File: config.mk
export PLATFORM = sky130hd
export DESIGN_NAME = adc_rr_pkt_scheduler
export DESIGN_NICKNAME = d
export VERILOG_FILES = /design/src/rtl/adc_rr_pkt_scheduler.sv
export SDC_FILE = /design/constraint.sdc
export NUM_CORES = 1
export LEC_CHECK = 0
export ABC_AREA = 1
export BUFFER_PORTS_ARGS = -buffer_cell sky130_fd_sc_hd__buf_2
export CAP_MARGIN = 20
export CORE_MARGIN = 2
export CORE_UTILIZATION = 55
export DETAILED_ROUTE_END_ITERATION = 12
export PLACE_DENSITY = 0.76
export SYNTH_ARGS = -nofsm -noshare
export SYNTH_HDL_FRONTEND = slang
export SYNTH_SLANG_ARGS = --single-unit
export TNS_END_PERCENT = 30
File: constraint.sdc
create_clock -name clk -period 4.5 [get_ports clk]
set_input_delay 0.9 -clock clk [delete_from_list [all_inputs] [get_ports clk]]
set_output_delay 0.9 -clock clk [all_outputs]
set_load 0.1 [all_outputs]
File: src/rtl/adc_rr_pkt_scheduler.sv
// Round-robin packet scheduler: FWFT ADC channel FIFOs -> AXI-Stream TX, with inter-packet gap.
// Optional header beat per packet when ADC_SCHED_HDR_EN is defined.
module adc_rr_pkt_scheduler #(
    parameter int NUM_CH     = 6,
    parameter int PKT_LEN    = 1024,
    parameter int GAP_CYCLES = 8192,
    parameter int CNT_W      = 16
) (
    input  logic              clk,
    input  logic              rstn,
    input  logic              full,
    input  logic [NUM_CH-1:0] empty,
    input  logic [NUM_CH-1:0] almost_empty,
    input  logic              m_axis_tready,
    output logic              m_axis_tvalid,
    output logic              m_axis_tlast,
    output logic [NUM_CH-1:0] rd_en,
    output logic [2:0]        sel,
    output logic              pkt_hdr,
    output logic [15:0]       hdr_data
);

    // state | meaning
    // IDLE  | waiting for full with at least one non-empty FIFO
    // ARB   | one cycle: pick next non-empty channel after last_grant
    // SEND  | stream beats from the granted FIFO until tlast is accepted
    // GAP   | enforce GAP_CYCLES idle cycles before the next arbitration
    typedef enum logic [1:0] {
        S_IDLE = 2'd0,
        S_ARB  = 2'd1,
        S_SEND = 2'd2,
        S_GAP  = 2'd3
    } state_t;

    localparam logic [CNT_W-1:0] BEAT_LAST = CNT_W'(PKT_LEN - 1);
    localparam logic [CNT_W-1:0] GAP_LAST  = CNT_W'(GAP_CYCLES - 1);

    state_t           state_q;
    logic [2:0]       sel_q;
    logic [2:0]       last_grant_q;
    logic [CNT_W-1:0] beat_cnt_q;
    logic [CNT_W-1:0] gap_cnt_q;

    logic [7:0]       empty_x;
    logic [7:0]       aempty_x;
    logic [2:0]       grant_d;
    logic             any_ne;
    logic             data_valid;
    logic             accept;
    logic             tlast;

    // Pad to 8 entries so a 3-bit select never indexes past the vector.
    always_comb begin
        empty_x  = '1;
        aempty_x = '0;
        empty_x[NUM_CH-1:0]  = empty;
        aempty_x[NUM_CH-1:0] = almost_empty;
    end

    assign any_ne = ~&empty;

    // Walk offsets from farthest to nearest so the nearest non-empty channel wins.
    always_comb begin
        grant_d = '0;
        for (int i = NUM_CH; i >= 1; i--) begin
            if (!empty_x[3'((int'(last_grant_q) + i) % NUM_CH)]) begin
                grant_d = 3'((int'(last_grant_q) + i) % NUM_CH);
            end
        end
    end

`ifdef ADC_SCHED_HDR_EN
    logic        hdr_pend_q;
    logic [12:0] pkt_seq_q;
    logic        hdr_beat;

    assign hdr_beat   = (state_q == S_SEND) && hdr_pend_q;
    assign data_valid = (state_q == S_SEND) && !hdr_pend_q && !empty_x[sel_q];
    assign m_axis_tvalid = hdr_beat | data_valid;
    assign pkt_hdr    = hdr_beat;
    assign hdr_data   = hdr_beat ? {pkt_seq_q, sel_q} : 16'h0000;
`else
    assign data_valid = (state_q == S_SEND) && !empty_x[sel_q];
    assign m_axis_tvalid = data_valid;
    assign pkt_hdr    = 1'b0;
    assign hdr_data   = 16'h0000;
`endif

    assign accept       = data_valid && m_axis_tready;
    assign tlast        = data_valid && ((beat_cnt_q == BEAT_LAST) || aempty_x[sel_q]);
    assign m_axis_tlast = tlast;
    assign rd_en        = accept ? (NUM_CH'(1) << sel_q) : '0;
    assign sel          = sel_q;

    always_ff @(posedge clk or negedge rstn) begin
        if (!rstn) begin
            state_q      <= S_IDLE;
            sel_q        <= '0;
            last_grant_q <= 3'(NUM_CH - 1);
            beat_cnt_q   <= '0;
            gap_cnt_q    <= '0;
`ifdef ADC_SCHED_HDR_EN
            hdr_pend_q   <= 1'b0;
            pkt_seq_q    <= '0;
`endif
        end else begin
            case (state_q)
                S_IDLE: begin
                    if (full && any_ne) state_q <= S_ARB;
                end
                S_ARB: begin
                    if (any_ne) begin
                        sel_q        <= grant_d;
                        last_grant_q <= grant_d;
                        beat_cnt_q   <= '0;
`ifdef ADC_SCHED_HDR_EN
                        hdr_pend_q   <= 1'b1;
`endif
                        state_q      <= S_SEND;
                    end else begin
                        state_q <= S_IDLE;
                    end
                end
                S_SEND: begin
`ifdef ADC_SCHED_HDR_EN
                    if (hdr_pend_q && m_axis_tready) hdr_pend_q <= 1'b0;
`endif
                    if (accept) begin
                        beat_cnt_q <= beat_cnt_q + 1'b1;
                        if (tlast) begin
                            gap_cnt_q <= '0;
                            state_q   <= S_GAP;
`ifdef ADC_SCHED_HDR_EN
                            pkt_seq_q <= pkt_seq_q + 13'd1;
`endif
                        end
                    end
                end
                S_GAP: begin
                    gap_cnt_q <= gap_cnt_q + 1'b1;
                    if (gap_cnt_q == GAP_LAST) state_q <= any_ne ? S_ARB : S_IDLE;
                end
                default: state_q <= S_IDLE;
            endcase
        end
    end

endmodule

---- Word-level counts from Yosys, hierarchy flattened ----
Index checks and enable logic that the tools add are counted.
word-level totals
  flip-flop bits (word level) ............. 40
  word-level logic and storage cells ...... 95
operators by class
  add/subtract/negate cells ............... 8
  div/mod/pow operators ................... 6
  $lt $le $gt $ge ......................... 7
  equality and inequality tests ........... 10
  shift-type cells ........................ 1
  multiplexer cells ....................... 42
  bitwise logic cells ..................... 1
  reductions and logical operators ........ 15
operators with widths
  cell                                                                      number
  32-bit by 4-bit remainder unit with 32-bit output, second input constant  6
  16-bit two-way mux                                                        4
  16-bit one-hot mux with 2 select lines                                    2
  16-bit by 1-bit adder with 16-bit output, second input constant           2
  3-bit by 5-bit < comparator with 1-bit output, second input constant      6
  1-bit binary-select mux with 3-bit select                                 8
  3-bit two-way mux                                                         6
  16-bit by 10-bit equality test with 1-bit output, second input constant   1
  16-bit by 13-bit equality test with 1-bit output, second input constant   1
  1-bit two-way mux                                                         15
  3-bit by 3-bit adder with 4-bit output, second input constant             3
  2-bit two-way mux                                                         5
  2-bit != test, second input constant                                      5
  3-bit by 2-bit adder with 4-bit output, second input constant             2
  2-bit one-hot mux with 4 select lines                                     1
  6-bit two-way mux                                                         1
  3-bit AND reduction                                                       2
  6-bit AND reduction                                                       1
  1-bit by 3-bit << shifter with 6-bit output, first input constant         1
  3-bit by 1-bit adder with 4-bit output, second input constant             1
  2-bit equality test, second input constant                                2
  1-bit logical AND                                                         4
  3-bit by 4-bit < comparator with 1-bit output, second input constant      1
  4-bit AND reduction                                                       1
  7 further kinds                                                           9

---- Depth between registers and ports, before layout ----
  word-level depth ........................ 11
  mapped depth ............................ 26
  gate-level depth less buffers ........... 25

---- Least setup slack after synthesis ----
Ideal clock, no wire load.
  path type ............................... register -> output
  start point ............................. reg sel_q[0] (netlist: sel[0])
  end point ............................... out rd_en[4]
  arrival time ............................ 4.729 ns
  slack ................................... -1.129 ns
  stages on the path, launching flop included .. 9
  buffers on the path ..................... 0
  cells stage by stage .................... dfrtp_1 inv_2 nand2_1 o22ai_1 a221oi_2 o21ai_1 nor2_2 nand2_2 nor3_1
on the way
  longest elaborated chain between the ends .. 6
RTL lines
  element                                    line  text
  start: declaration                         39    logic [2:0] sel_q;
  start signal: assignment                   113   sel_q <= grant_d;
  1-bit binary-select mux with 3-bit select  83    assign data_valid = (state_q == S_SEND) && !empty_x[sel_q];
  1-bit two-way mux (implied by the code)    83
  1-bit zero test                            83
  1-bit logical AND                          83
  named net m_axis_tvalid                    15    output logic m_axis_tvalid,
  1-bit logical AND                          89    assign accept = data_valid && m_axis_tready;
  6-bit two-way mux                          92    assign rd_en = accept ? (NUM_CH'(1) << sel_q) : '0;
  end: declaration                           17    output logic [NUM_CH-1:0] rd_en,
The timed path passes the listed nets, and every way through them passes these cells. The select of a mux whose other input is x is not followed.

---- Worst setup path after layout ----
  start point ............................. reg sel_q[1] (netlist: sel[1])
  end point ............................... out rd_en[1]
on the way
  longest elaborated chain between the ends .. 6
RTL lines
  element                                    line
  1-bit binary-select mux with 3-bit select  83
  1-bit two-way mux (implied by the code)    83
  1-bit zero test                            83
  1-bit logical AND                          83
  1-bit logical AND                          89
  6-bit two-way mux (*)                      92
Mark *: on every way between the ends. The rest lies on a longest branch, timed or not. The select of a mux whose other input is x is not followed.

==> results.md <==
* Crit. End Element: output port
* Vias at roughly 3,200
* Vias in the first global route at 3,014
* Peak Freq at 0.2759 GHz
* Biggest area consumer among synthesized cells: dfrtp_1
* Yosys warning total at 0
* GPL Wtd Cong at a little under 1
* Flops & latches, synth at 39
* Share of layout cells above drive strength 1 at between 10% and 20%
* DRT Pass-1 Iters at 5
* Most frequent cell after synthesis: nand2_1
* Status: finished clean
* Total track usage at between 20 and 30%
* Port Buffers at 26
* Io pins at between 40 and 50
* Final ANT Viol Nets at 0
* Initial antenna violation count at 0
* Largest net degree at the start of global routing at 40
* Ys async rst share at 100.0%
* Finished Cell Area at 3575 sq um
* Die area at 6783 sq um
* Die X at between 80 and 90 microns
* DRC at 0
* Hold wc startpoint: beat_cnt_q[3]$_DFFE_PN0P_
* Post-cts hold buffer count at 0
* Layout area overhead at 5.854%
* Sequential share of power at roughly a fifth
* # H-tree levels at 2
* Origin of the critical flop-to-flop path: sel[1]$_DFFE_PN0P_
* Final setup violation count at 0
* First-pass GRT wire length at 13.11 mm
* Net switching power at approximately 0.0017 W
* Initial Utilization at roughly 57%
* Routed length per instance at roughly 14 microns
* CP Class: flop to output port
* CTS sink cnt at 39
* Final std cells w/o fill at 588
* Combinational share of power at a little under three quarters
* Pwr Total at around 0.0028 W
* Worst EP required at roughly 3.6 ns
* DR iter-0 viols at 150
* Clk Latency, worst-skew pair at a little under 0.3 ns
* WL final at 7.971 mm
* Root buffer cell: clkbuf_8
* Post-CTS setup buffer count at 0
* Num CTS Buffers at 5
* Area after DPL at 3493 sq um
* Via density at around 5.4
* Syn Inst Count at just under 500
* Nets at between 500 and 600
* # placed instances at 580
* Max Buffers Root-to-Sink at 2
* Top cells by area, synth: dfrtp_1, nand2_1, inv_1, ha_1, nand3_1
* Flop2flop setup slack at 1.20 ns
* RSZ-0062 raised after global routing: false
* Post-CTS sizing at 0
* Clk pin slew, worst setup/hold paths at 0.07 ns
* Synth top cells by count: nand2_1, inv_1, dfrtp_1
* Worst clock skew at slightly below 0.005 ns
* Syn_area_per_cell at slightly below 7 sq um
* Pint at between 0.001 and 0.0015 W
* Switch share at slightly below 60%
* Period Utilization, post-route at slightly above 80%
* CP startpoint: sel[1]$_DFFE_PN0P_
* Core area at between 5000 and 6000 sq um
* Post-synth top area share at about 27%
* Cell Rows at 28
* Crit path arrival time at 2.72 ns
* Mapped cell area at 3377 sq um
* DP HPWL at 6.230 mm
* Max-cap violation count at 0
* Worst-Margin Slew at slightly below 0.9 ns
* Register area share after synthesis at 28.97%
* Post-synth cell types at 47
* EDFF count, synth at 0
* IR drop worst, VDD at just under 0.5 mV
* Main synth FF type: dfrtp_1
* Die Y at 82.36 microns
* Critical path launch point type: flop
* P_leak at between 1.5 and 2 nW
* Post-layout minimum cycle time at approximately 3.6 ns
* P per Cell Area at just under 800 nW/um^2
* Diode count at 0
* Slew margin rel. at approximately 42%
* Max Slew Vio Count at 0
* Hold Path Class: flop to flop
* Clock Power Share at between 8 and 9%
* Crit-path max FO at 17
* CTS tree: yes
* Total gr overflow at 0
* Final hold viol count at 0
==> cells by family after synthesis <==
logic type	synth area share [%]
and+or+nand+nor	31.97
other	0.1110
AOI/OAI and AO/OA	13.08
xor gates and xnor gates	5.224
adders and majority gates	5.928
DFF	28.97
buffers and inverters	14.71
==> metal layers <==
metal | vias to the layer above | track usage (%) | share of wire (%)
li1 | 1604 | - | -
met1 | 1475 | 30.59 | 44
met2 | 106 | 44.84 | 48
met3 | 18 | 4.565 | 5.1
met4 | 0 | 8.167 | 2.2
met5 | - | 0 | 0
==> per-stage QoR <==
step	setup TNS, ns	hold slack, ns	worst slack, ns	util [%]
finish	0	0.5283	0.8760	60.38
global route	0	0.5643	0.6859	60.38
CTS	0	0.5246	0.8769	60.38
detailed placement	0	0.5151	1.031	59.00
global placement	0	0.5152	1.141	59.00
floorplan	-1.534	0.4691	-0.3909	-
==> critical path, stage by stage (launching register included) <==
cell      delay [ns]
dfrtp_1         0.72
nor2_2          0.21
a221oi_2        0.36
o21ai_1         0.11
nor2_2          0.16
nand2_2         0.15
inv_2           0.12
nand2_1         0.09
nor2_2          0.09
buf_2           0.42
==> final timing paths <==
| check | endpoint | depth (start not counted) |
|---|---|---|
| worst min register to register | beat_cnt_q[3]$_DFFE_PN0P_ | 1 |
| worst max register to register | sel[0]$_DFFE_PN0P_ | 16 |
| worst min-delay path | beat_cnt_q[3]$_DFFE_PN0P_ | 1 |
| worst max-delay path | rd_en[1] | 9 |
| min in group asynchronous | gap_cnt_q[6]$_DFFE_PN0P_ | 1 |
| max in group asynchronous | beat_cnt_q[4]$_DFFE_PN0P_ | 1 |
==> registers in the layout, indices dropped and copies added (netlist names), named ones only <==
register,cells
last_grant_q,2
sel,3
gap_cnt_q,16
beat_cnt_q,16
state_q,1
==> power groups by stage <==
stage	combinational (W)	clock [W]	sequential (W)
2_1_floorplan	0.00163	0	0.000595
3_3_place_gp	0.00194	0	0.000595
3_5_place_dp	0.00199	0	0.000600
4_1_cts	0.00200	0.000234	0.000595
5_1_grt	0.00226	0.000246	0.000616
6_report	0.00202	0.000229	0.000596
==> cell usage in the layout (no fill, tap or decap), types with 2 or more instances in the layout <==
cell      netlist  routed
o22ai_1        16      16
a211oi_1        2       2
nand3_1        33      33
nor4_1          4       4
inv_1          75      75
a21oi_2         2       2
nor3_1         18      16
nand4_1         7       7
a21oi_1         8       8
xor2_1         17      17
buf_2           2      26
nand2_2         3       3
dfrtp_1        37      37
clkbuf_1        2       2
conb_1          1      17
o211ai_1        3       3
nand3b_1        3       3
clkbuf_8        0       5
nor2_2          5       7
ha_1           16      16
nor2_1         31      29
o31ai_1         2       2
nand2_1       121     121
o21ai_0        20      20
nor3_2          5       7
o21ai_2         2       2
o21ai_1         6       6
dfstp_2         2       2
inv_2           7       7
==> layout make-up <==
type | count | area, sq um
Clock buffer | 7 | 76.32
Clock inverter | 1 | 5.005
Fill cell | 565 | 2346
Inverter | 83 | 314.1
Multi-Input combinational cell | 357 | 1977
Sequential cell | 39 | 978.4
Tap cell | 75 | 93.84
Timing Repair Buffer | 26 | 130.1
(Power assumes the default switching activity.)
